<file path="config.mk">
export PLATFORM = sky130hd
export DESIGN_NAME = sandbox_bench_sequencer
export DESIGN_NICKNAME = d
export VERILOG_FILES = /design/src/rtl/sandbox_bench_sequencer.sv
export SDC_FILE = /design/constraint.sdc
export NUM_CORES = 1
export LEC_CHECK = 0
export ABC_AREA = 1
export CORE_UTILIZATION = 65
export DETAILED_ROUTE_END_ITERATION = 16
export DONT_BUFFER_PORTS = 1
export PLACE_DENSITY = 0.81
export SETUP_SLACK_MARGIN = 0.5
export SYNTH_ARGS = -nofsm -noshare
export SYNTH_HDL_FRONTEND = slang
export SYNTH_SLANG_ARGS = --single-unit
</file>
<file path="constraint.sdc">
create_clock -name masterClock -period 4.5 [get_ports masterClock]
set_input_delay 0.675 -clock masterClock [delete_from_list [all_inputs] [get_ports masterClock]]
set_output_delay 0.675 -clock masterClock [all_outputs]
set_load 0.05 [all_outputs]
</file>
<file path="src/rtl/sandbox_bench_sequencer.sv">
// Host-driven benchmark sequencer: launches one channel, times it, reports status/count.
// Latency: IDLE->REPORT 1-3 cycles plus run time; host handshake held in HOLD until dataReceived drops.
module sandbox_bench_sequencer #(
   parameter int N_CH        = 4,
   parameter int CNT_W       = 32,
   parameter int TIMEOUT_DEF = 1_000_000,
   parameter int IND_CYCLES  = 5_000_000
) (
   input  logic            masterClock,
   input  logic            reset,
   input  logic            dataReceived,
   input  logic [7:0]      control,
   input  logic [31:0]     inputData,
   output logic            clearDR,
   output logic            transmitData,
   output logic [7:0]      status,
   output logic [31:0]     outputData,
   output logic            rxIndicator,
   output logic [N_CH-1:0] doRun,
   input  logic [N_CH-1:0] isRunning,
   input  logic [N_CH-1:0] wasSuccessful
);

   localparam int IND_W = $clog2(IND_CYCLES + 1);

   typedef enum logic [2:0] {IDLE, LAUNCH, RUN, REPORT, TX, HOLD} state_t;

   state_t           state_q, state_d;
   logic [2:0]       ch_q, ch_d;
   logic [31:0]      limit_q, limit_d;
   logic [CNT_W-1:0] cnt_q, cnt_d;
   logic             sat_q, sat_d;
   logic             seen_q, seen_d;
   logic             dorun_q, dorun_d;
   logic [7:0]       rep_st_q, rep_st_d;
   logic [CNT_W-1:0] rep_cnt_q, rep_cnt_d;
   logic [7:0]       st_q, st_d;
   logic [CNT_W-1:0] out_cnt_q, out_cnt_d;
   logic             txd_q, txd_d;
   logic             clr_q, clr_d;
   logic [IND_W-1:0] ind_q, ind_d;
   logic [7:0]       last_st_q [N_CH];
   logic [7:0]       last_st_d [N_CH];
   logic [CNT_W-1:0] last_cnt_q [N_CH];
   logic [CNT_W-1:0] last_cnt_d [N_CH];

   logic             ir, ws, fin;
   logic [7:0]       fin_st;
   logic             unused_bits;

   assign unused_bits = ^{control[7:4], inputData};

   always_comb begin
      state_d    = state_q;
      ch_d       = ch_q;
      limit_d    = limit_q;
      cnt_d      = cnt_q;
      sat_d      = sat_q;
      seen_d     = seen_q;
      dorun_d    = dorun_q;
      rep_st_d   = rep_st_q;
      rep_cnt_d  = rep_cnt_q;
      st_d       = st_q;
      out_cnt_d  = out_cnt_q;
      txd_d      = txd_q;
      clr_d      = clr_q;
      ind_d      = (ind_q != '0) ? ind_q - 1'b1 : ind_q;
      last_st_d  = last_st_q;
      last_cnt_d = last_cnt_q;
      fin        = 1'b0;
      fin_st     = 8'h00;
      ir         = 1'b0;
      ws         = 1'b0;
      for (int i = 0; i < N_CH; i++) begin
         if (ch_q == 3'(i)) begin
            ir = isRunning[i];
            ws = wasSuccessful[i];
         end
      end

      case (state_q)
         IDLE: begin
            if (dataReceived) begin
               ch_d    = control[3:1];
               limit_d = (inputData[CNT_W-1:0] == '0) ? 32'(TIMEOUT_DEF)
                                                     : 32'(inputData[CNT_W-1:0]);
               ind_d   = IND_W'(IND_CYCLES);
               if (32'(control[3:1]) >= 32'(N_CH)) begin
                  rep_st_d  = {1'b0, control[3:1], 4'b0100};
                  rep_cnt_d = '0;
                  state_d   = REPORT;
               end else if (control[0]) begin
                  state_d = LAUNCH;
               end else begin
                  rep_st_d  = 8'h00;
                  rep_cnt_d = '0;
                  for (int i = 0; i < N_CH; i++) begin
                     if (control[3:1] == 3'(i)) begin
                        rep_st_d  = last_st_q[i];
                        rep_cnt_d = last_cnt_q[i];
                     end
                  end
                  state_d = REPORT;
               end
            end
         end
         LAUNCH: begin
            dorun_d = 1'b1;
            cnt_d   = '0;
            sat_d   = 1'b0;
            seen_d  = 1'b0;
            state_d = RUN;
         end
         RUN: begin
            // completion is checked first so it wins over a coincident timeout
            if (seen_q && !ir) begin
               fin    = 1'b1;
               fin_st = {sat_q, ch_q, 3'b100, ws};
            end else if (32'(cnt_q) == limit_q) begin
               fin    = 1'b1;
               fin_st = {sat_q, ch_q, 4'b1010};
            end else begin
               if (cnt_q != '1) cnt_d = cnt_q + 1'b1;
               else             sat_d = 1'b1;
               if (ir) begin
                  seen_d  = 1'b1;
                  dorun_d = 1'b0;
               end
            end
            if (fin) begin
               dorun_d   = 1'b0;
               rep_st_d  = fin_st;
               rep_cnt_d = cnt_q;
               for (int i = 0; i < N_CH; i++) begin
                  if (ch_q == 3'(i)) begin
                     last_st_d[i]  = fin_st;
                     last_cnt_d[i] = cnt_q;
                  end
               end
               state_d = REPORT;
            end
         end
         REPORT: begin
            st_d      = rep_st_q;
            out_cnt_d = rep_cnt_q;
            txd_d     = 1'b1;
            state_d   = TX;
         end
         TX: begin
            clr_d   = 1'b1;
            state_d = HOLD;
         end
         HOLD: begin
            if (!dataReceived) begin
               txd_d   = 1'b0;
               clr_d   = 1'b0;
               state_d = IDLE;
            end
         end
         default: state_d = IDLE;
      endcase
   end

   always_ff @(posedge masterClock or negedge reset) begin
      if (!reset) begin
         state_q   <= IDLE;
         ch_q      <= '0;
         limit_q   <= '0;
         cnt_q     <= '0;
         sat_q     <= 1'b0;
         seen_q    <= 1'b0;
         dorun_q   <= 1'b0;
         rep_st_q  <= '0;
         rep_cnt_q <= '0;
         st_q      <= '0;
         out_cnt_q <= '0;
         txd_q     <= 1'b0;
         clr_q     <= 1'b0;
         ind_q     <= '0;
         for (int i = 0; i < N_CH; i++) begin
            last_st_q[i]  <= '0;
            last_cnt_q[i] <= '0;
         end
      end else begin
         state_q    <= state_d;
         ch_q       <= ch_d;
         limit_q    <= limit_d;
         cnt_q      <= cnt_d;
         sat_q      <= sat_d;
         seen_q     <= seen_d;
         dorun_q    <= dorun_d;
         rep_st_q   <= rep_st_d;
         rep_cnt_q  <= rep_cnt_d;
         st_q       <= st_d;
         out_cnt_q  <= out_cnt_d;
         txd_q      <= txd_d;
         clr_q      <= clr_d;
         ind_q      <= ind_d;
         last_st_q  <= last_st_d;
         last_cnt_q <= last_cnt_d;
      end
   end

   always_comb begin
      doRun = '0;
      for (int i = 0; i < N_CH; i++) begin
         doRun[i] = dorun_q && (ch_q == 3'(i));
      end
   end

   assign clearDR      = clr_q;
   assign transmitData = txd_q;
   assign status       = st_q;
   assign outputData   = 32'(out_cnt_q);
   assign rxIndicator  = (ind_q != '0);

endmodule

</file>
* Word-level counts from Yosys, hierarchy flattened
Index checks and enable logic that the tools add are counted.
** Storage, ports and cells
- Register bits :: 338
- Latch bits :: 0
- Bits in writable memories :: 0
- Memory bits (read-only) :: 0
- Input port bits :: 51
- Output and inout bits :: 47
- Word-level logic and storage cells :: 139
- Memories kept :: 0
** Cells by class
- Add/subtract/negate cells :: 2
- Multipliers :: 0
- Divide/modulo/power cells :: 0
- Magnitude comparators :: 1
- Equality and inequality tests :: 25
- Shift-type cells :: 0
- Multiplexer cells :: 61
- Bitwise operators :: 0
- Reductions and logical operators :: 28
** Operator list (count)
- 32-bit two-way mux :: 12
- 32-bit one-hot mux with 2 select lines :: 2
- 8-bit two-way mux :: 10
- 23-bit two-way mux :: 3
- 32-bit by 1-bit adder with 32-bit output (second input constant) :: 1
- 32-bit == test :: 1
- 32-bit logical NOT :: 1
- 32-bit != test (second input constant) :: 1
- 23-bit nonzero test :: 1
- 23-bit by 1-bit subtractor with 23-bit output (second input constant) :: 1
- 1-bit two-way mux :: 22
- 4-bit AND reduction :: 5
- 3-bit by 2-bit == test with 1-bit output (second input constant) :: 6
- 3-bit one-hot mux with 6 select lines :: 1
- 2-bit != test (second input constant) :: 8
- 8-bit one-hot mux with 2 select lines :: 1
- 3-bit AND reduction :: 5
- 3-bit != test (second input constant) :: 4
- 1-bit one-hot mux with 2 select lines :: 5
- 3-bit by 1-bit == test with 1-bit output (second input constant) :: 3
- 3-bit logical NOT :: 3
- 3-bit two-way mux :: 3
- 2-bit nonzero test :: 4
- 3-bit == test (second input constant) :: 2
- other kinds (5) :: 12

* Longest topological paths before layout
- Depth in word-level cells :: 11
- Depth in mapped cells :: 16
- Mapped depth without buffers :: 14

* Least setup slack after synthesis
No wires, ideal clock.
- Path type :: register to register
- Start :: register ind_q[7]
- End :: register ind_q[5]
- Setup time :: 132 ps
- Arrival time :: 2066 ps
- Data required time :: 4368 ps
- Setup slack :: 2302 ps
- Stages on the path, launching flop included :: 9
- Path buffers :: 0
- Period minus slack after synthesis :: 2198 ps
- Cell sequence :: dfrtp_1 nor2_1 nand2_1 nor2_1 nand4_1 nand2_1 nor3_1 a21oi_1 nor2_1
** Between the ends
- Word-level cells in the longest chain between the ends :: 4
** Ends and longest elaborated chain
- from (decl) :: RTL line 41 : logic [IND_W-1:0] ind_q, ind_d;
- from (signal assigned) :: RTL line 198 : ind_q <= ind_d;
- 23-bit nonzero test *
- named net rxIndicator :: RTL line 18 : output logic rxIndicator,
- 23-bit two-way mux * :: RTL line 67 : ind_d = (ind_q != '0) ? ind_q - 1'b1 : ind_q;
- 23-bit two-way mux :: RTL line 83 : if (dataReceived) begin
- 23-bit two-way mux * :: RTL line 81 : case (state_q)
- named net ind_d[5] :: RTL line 41
Mark *: on every way through the listed nets, which the timed path passes. The rest lies on a longest branch.
A chain may end at the register's enable or synchronous reset.

* Worst setup path after layout
- Start :: register cnt_q[23]
- End :: register rep_cnt_q[11]
** Between the ends
- Word-level cells in the longest chain between the ends :: 6
** Ends and longest elaborated chain
- from (decl) :: RTL line 31 : logic [CNT_W-1:0] cnt_q, cnt_d;
- from (signal assigned) :: RTL line 188 : cnt_q <= cnt_d;
- 32-bit == test :: RTL line 119 : end else if (32'(cnt_q) == limit_q) begin
- 1-bit two-way mux :: RTL line 119
- 1-bit two-way mux :: RTL line 116 : if (seen_q && !ir) begin
- 1-bit two-way mux :: RTL line 81
- 2-bit != test (no line)
- 4-bit AND reduction (no line)
- to (signal assigned) :: RTL line 193 : rep_cnt_q <= rep_cnt_d;
- to (decl) :: RTL line 36 : logic [CNT_W-1:0] rep_cnt_q, rep_cnt_d;
No other way between the ends. The select of a mux whose other input is x is not followed.

==> reports/summary.md <==
The worst pin sits at a relative slew slack of 36.1%. The worst register-to-register path begins at cnt_q[23]. The number of global-route vias before repair was 12800; the clock period minus worst slack was 3000 ps. The area share of the largest cell type after synthesis works out to 52.7%. In this design, the critical path's most frequently occurring cell is nand2_1. At the worst endpoint, the required time is 4920 ps. Routability-driven placement finished with a final weighted congestion of 0.930.

The standard cell with the maximum stage delay on the critical path is dfrtp_1. Summed over all nets, the switching power comes to 3.71 mW. The largest area contributor in the netlist was dfrtp_1. For the pin with the worst max-slew slack, the measured transition is 955 ps. The cell area that synthesis handed to floorplanning was 15900 sq um.

For the antenna diode count, the log shows 0. The top cell types in the final layout, fill and taps aside, are nand2_1, dfrtp_1, nor2_1. Setup repair after global routing left no endpoint under its margin. Synthesis produced a netlist with a net count of 1928.

After synthesis, the cell types taking the most area are dfrtp_1, nand2_1, o21ai_0, nor2_1, a22oi_1. For this run the aggregate overflow at the end of global routing stands at 0. Max-slew violation count: 0.

STA classifies the critical path startpoint as a register. The endpoint identified for the worst register-to-register timing path is rep_cnt_q[11]. The number of vias per cell after detailed routing was 5.99; the yosys synthesis warning count was 0. IR analysis of the VDD net gives a maximum drop of 0.357 mV.

For the number of iterations in the first detailed-routing pass, the log shows 5. In the synthesized netlist the dominant register cell turns out to be dfrtp_1. The run gives 40 as the number of distinct library cells after synthesis. The die footprint came out at 25000 sq um. After routing, the total negative slack on setup checks comes to 0 ps.

The number of CTS-inserted buffers was 35; the register bit count reported by yosys was 334. The final layout contains routed wiring with a total length of 40.4 mm. The flow ran to the end, but the final reports show violations. Global routing used 56.5% of the available met2 tracks. For the largest net degree at the start of global routing, the log shows 335. STA classifies the critical path endpoint as a register.

The proportion of synthesized chip area in sequential cells was 52.7%; the internal power contribution was 5.91 mW. The share of synthesized flip-flops with an asynchronous set or reset was 100%. The part of the total power dissipated in sequential elements is 47.5%. TritonCTS built the clock tree. Once detail routing completed, the nets flagged for antenna violations numbered 0. In this run the mean area of a mapped cell was 8.47 sq um. OpenSTA, run right after detailed placement, puts the worst setup slack at 1600 ps. Area growth from synthesis to layout: 6.70%. The die boundary height came out at 158 microns. Insertion delay of the later-clocked pin in the worst-skew pair: 520 ps. Worst hold slack across all endpoints: -149 ps. The number of antenna violations at the first check in global routing is 0, and the number of buffers added on ports is 0. For this run, design rule violations remaining after detail routing come to 0. 98 I/O pins were placed.

Row generation in the floorplan step produced 56 rows. The depth of the most critical reg-to-reg path was 11; the final setup slack of the worst path was 1500 ps. For this design, the sink count on the clock tree is 334.

The logs give 1500 ps for the reg-to-reg setup timing slack and 0 for the max-capacitance violation count. By startpoint and endpoint, the worst setup path is classified as reg -> reg. In the finished design, the share of the clock period the worst path needs comes to 66.7%. The number of setup violations in the final report came out at 0. The checks that failed: hold timing. The initial utilization of the core area, before any placement, comes to 67.0%. In this run the most used layer during global routing was met2.

The number of design-rule violations left by the first detailed-router iteration was 1437; the overall fraction of global-route tracks in use was 34.0%. Traced cell by cell, the critical path runs through inv_2, nand2_1, nand3_1, nor2_1, nand2_1, nor2_1, nand2_1, nand3_2, nand3_2, buf_4, o21ai_0. The largest driver fanout on the critical path is 39, and the placed wire-length estimate after detailed placement is 24.9 mm. The die outline width is 158 microns, and the number of synthesized flops with an enable pin is 0.

The wire length of the first global-routing pass is 65.8 mm. The run gives 3420 ps as the endpoint arrival time on the critical path. The launch point of the worst path was cnt_q[23]. Worst min-delay path class: in -> async.

The via count of the routed design came out at 13000. Clock tree synthesis selected as its root buffer the cell clkbuf_16. The detail-routed net length per standard cell was 18.7 microns; the post-CTS setup buffer count was 0.

The leakage component of the power is 7.75 nW, and the delay of the slowest cell on the worst path is 650 ps. Counting the fill cells in the layout gives 1861. For the count of final hold-check violations, the log shows 240. The run gives 0 as the post-CTS resize count. The logs give 3 for the maximum root-to-sink buffer count and 23700 sq um for the floorplan core area. The design draws 9.62 mW.

The highest clock frequency the design can meet was 0.333 GHz. In the final layout, the multi-input gates occupy 6560 sq um. The met3 track demand over resource in global routing is 5.01%. The combinational share of power was 23.2%; the fraction of layout cells with a size suffix above 1 was 8.83%. The power per cell area was 568 nW/um^2. For met1 alone, demand over resource in global routing was 46.1%. The final layout contains 1874 nets.

The switching share of power was 38.6%. For the depth of the CTS H-tree, the log shows 2. The worst clock skew is 13.9 ps, and the CTS clock-pin slew for the worst setup and hold paths is 60 ps.

Counting every instance in the synthesized netlist gives 1874. Leaving out fill and tap cells, the most frequent cell in the layout is nand2_1. The area occupied by registers is 8360 sq um. The clock network accounts for 29.3% of the total power.
==> power groups by stage <==
stage / sequential, mW / clock, mW / combinational, mW
3_5_place_dp: 4.62 / 0 / 2.19
2_1_floorplan: 4.50 / 0 / 1.80
4_1_cts: 4.57 / 2.84 / 2.23
6_report: 4.57 / 2.81 / 2.23
5_1_grt: 4.66 / 2.96 / 2.49
3_3_place_gp: 4.58 / 0 / 2.11
==> cells by family (layout without fill, tap and decap cells) <==
family / count (synthesis) / count (layout) / share of synthesized area, %
simple gates: 846 / 846 / 21.7
compound gates: 384 / 384 / 13.6
flops: 334 / 334 / 52.7
buf+inv: 215 / 186 / 6.12
xor+xnor: 52 / 52 / 2.87
mux: 40 / 40 / 2.84
fa+ha+maj: 3 / 3 / 0.237
==> critical path, delay by kind of cell, from the launching register on <==
kind | cells | cell delay (ps)
DFF | 1 | 650
AOI/OAI and AO/OA | 1 | 230
and+or+nand+nor | 8 | 1260
buffers and inverters | 2 | 700
==> synthesized netlist by cell type (4+ instances only) <==
cell and number:
nor3_1 22, nand2_1 549, o21ai_0 184, xor2_1 33
nor4_1 15, buf_4 7, buf_1 5, nand4_1 14
inv_1 93, nand2_4 5, clkbuf_1 44, o21ai_1 68
a21oi_1 44, a22oi_1 63, nor2_1 187, nor2_2 5
nand3_1 33, o22ai_1 5, o211ai_1 5, inv_2 21
buf_6 13, or2_2 4, mux2_2 40, o21ai_2 10
dfrtp_1 334, xnor2_1 19, buf_2 29
==> per-layer routing <==
metal,vias up,part of all wire [%]
met5,-,0
met4,0,2.7
met3,90,8.1
met2,597,47
met1,6252,42
li1,6026,-
==> state kept, by name, summed over array words and instances, names as in the netlist, 3 cells and up <==
register,flops
last_cnt_q,128
cnt_q,32
limit_q,32
outputData,32
rep_cnt_q,32
last_st_q,28
ind_q,23
rep_st_q,8
status,8
ch_q,3
state_q,3
==> area by class of cell <==
type | instances | area share (%)
Sequential cell | 334 | 49.4
Multi-Input combinational cell | 1325 | 38.8
Clock buffer | 46 | 5.65
Inverter | 115 | 2.56
Tap cell | 319 | 2.36
Clock inverter | 16 | 0.924
Timing Repair Buffer | 9 | 0.399
==> metrics by stage <==
stage / cells / instance area [sq um] / util (%)
after global routing: 2164 / 16900 / 71.5
after detailed placement: 2102 / 15800 / 66.8
after floorplan: 1874 / 15900 / -
after CTS: 2164 / 16900 / 71.5
after global placement: 2102 / 15800 / 66.8
final: 2164 / 16900 / 71.5
==> worst max-delay path by stage <==
stage	end	slack, ps
2_1_floorplan	ind_q[5]	2300
3_3_place_gp	rep_cnt_q[11]	1640
3_5_place_dp	cnt_q[22]	1600
4_1_cts	rxIndicator	1520
5_1_grt	rep_cnt_q[11]	1170
6_report	rep_cnt_q[11]	1500
Note: power is estimated with default switching activity, not from simulation.
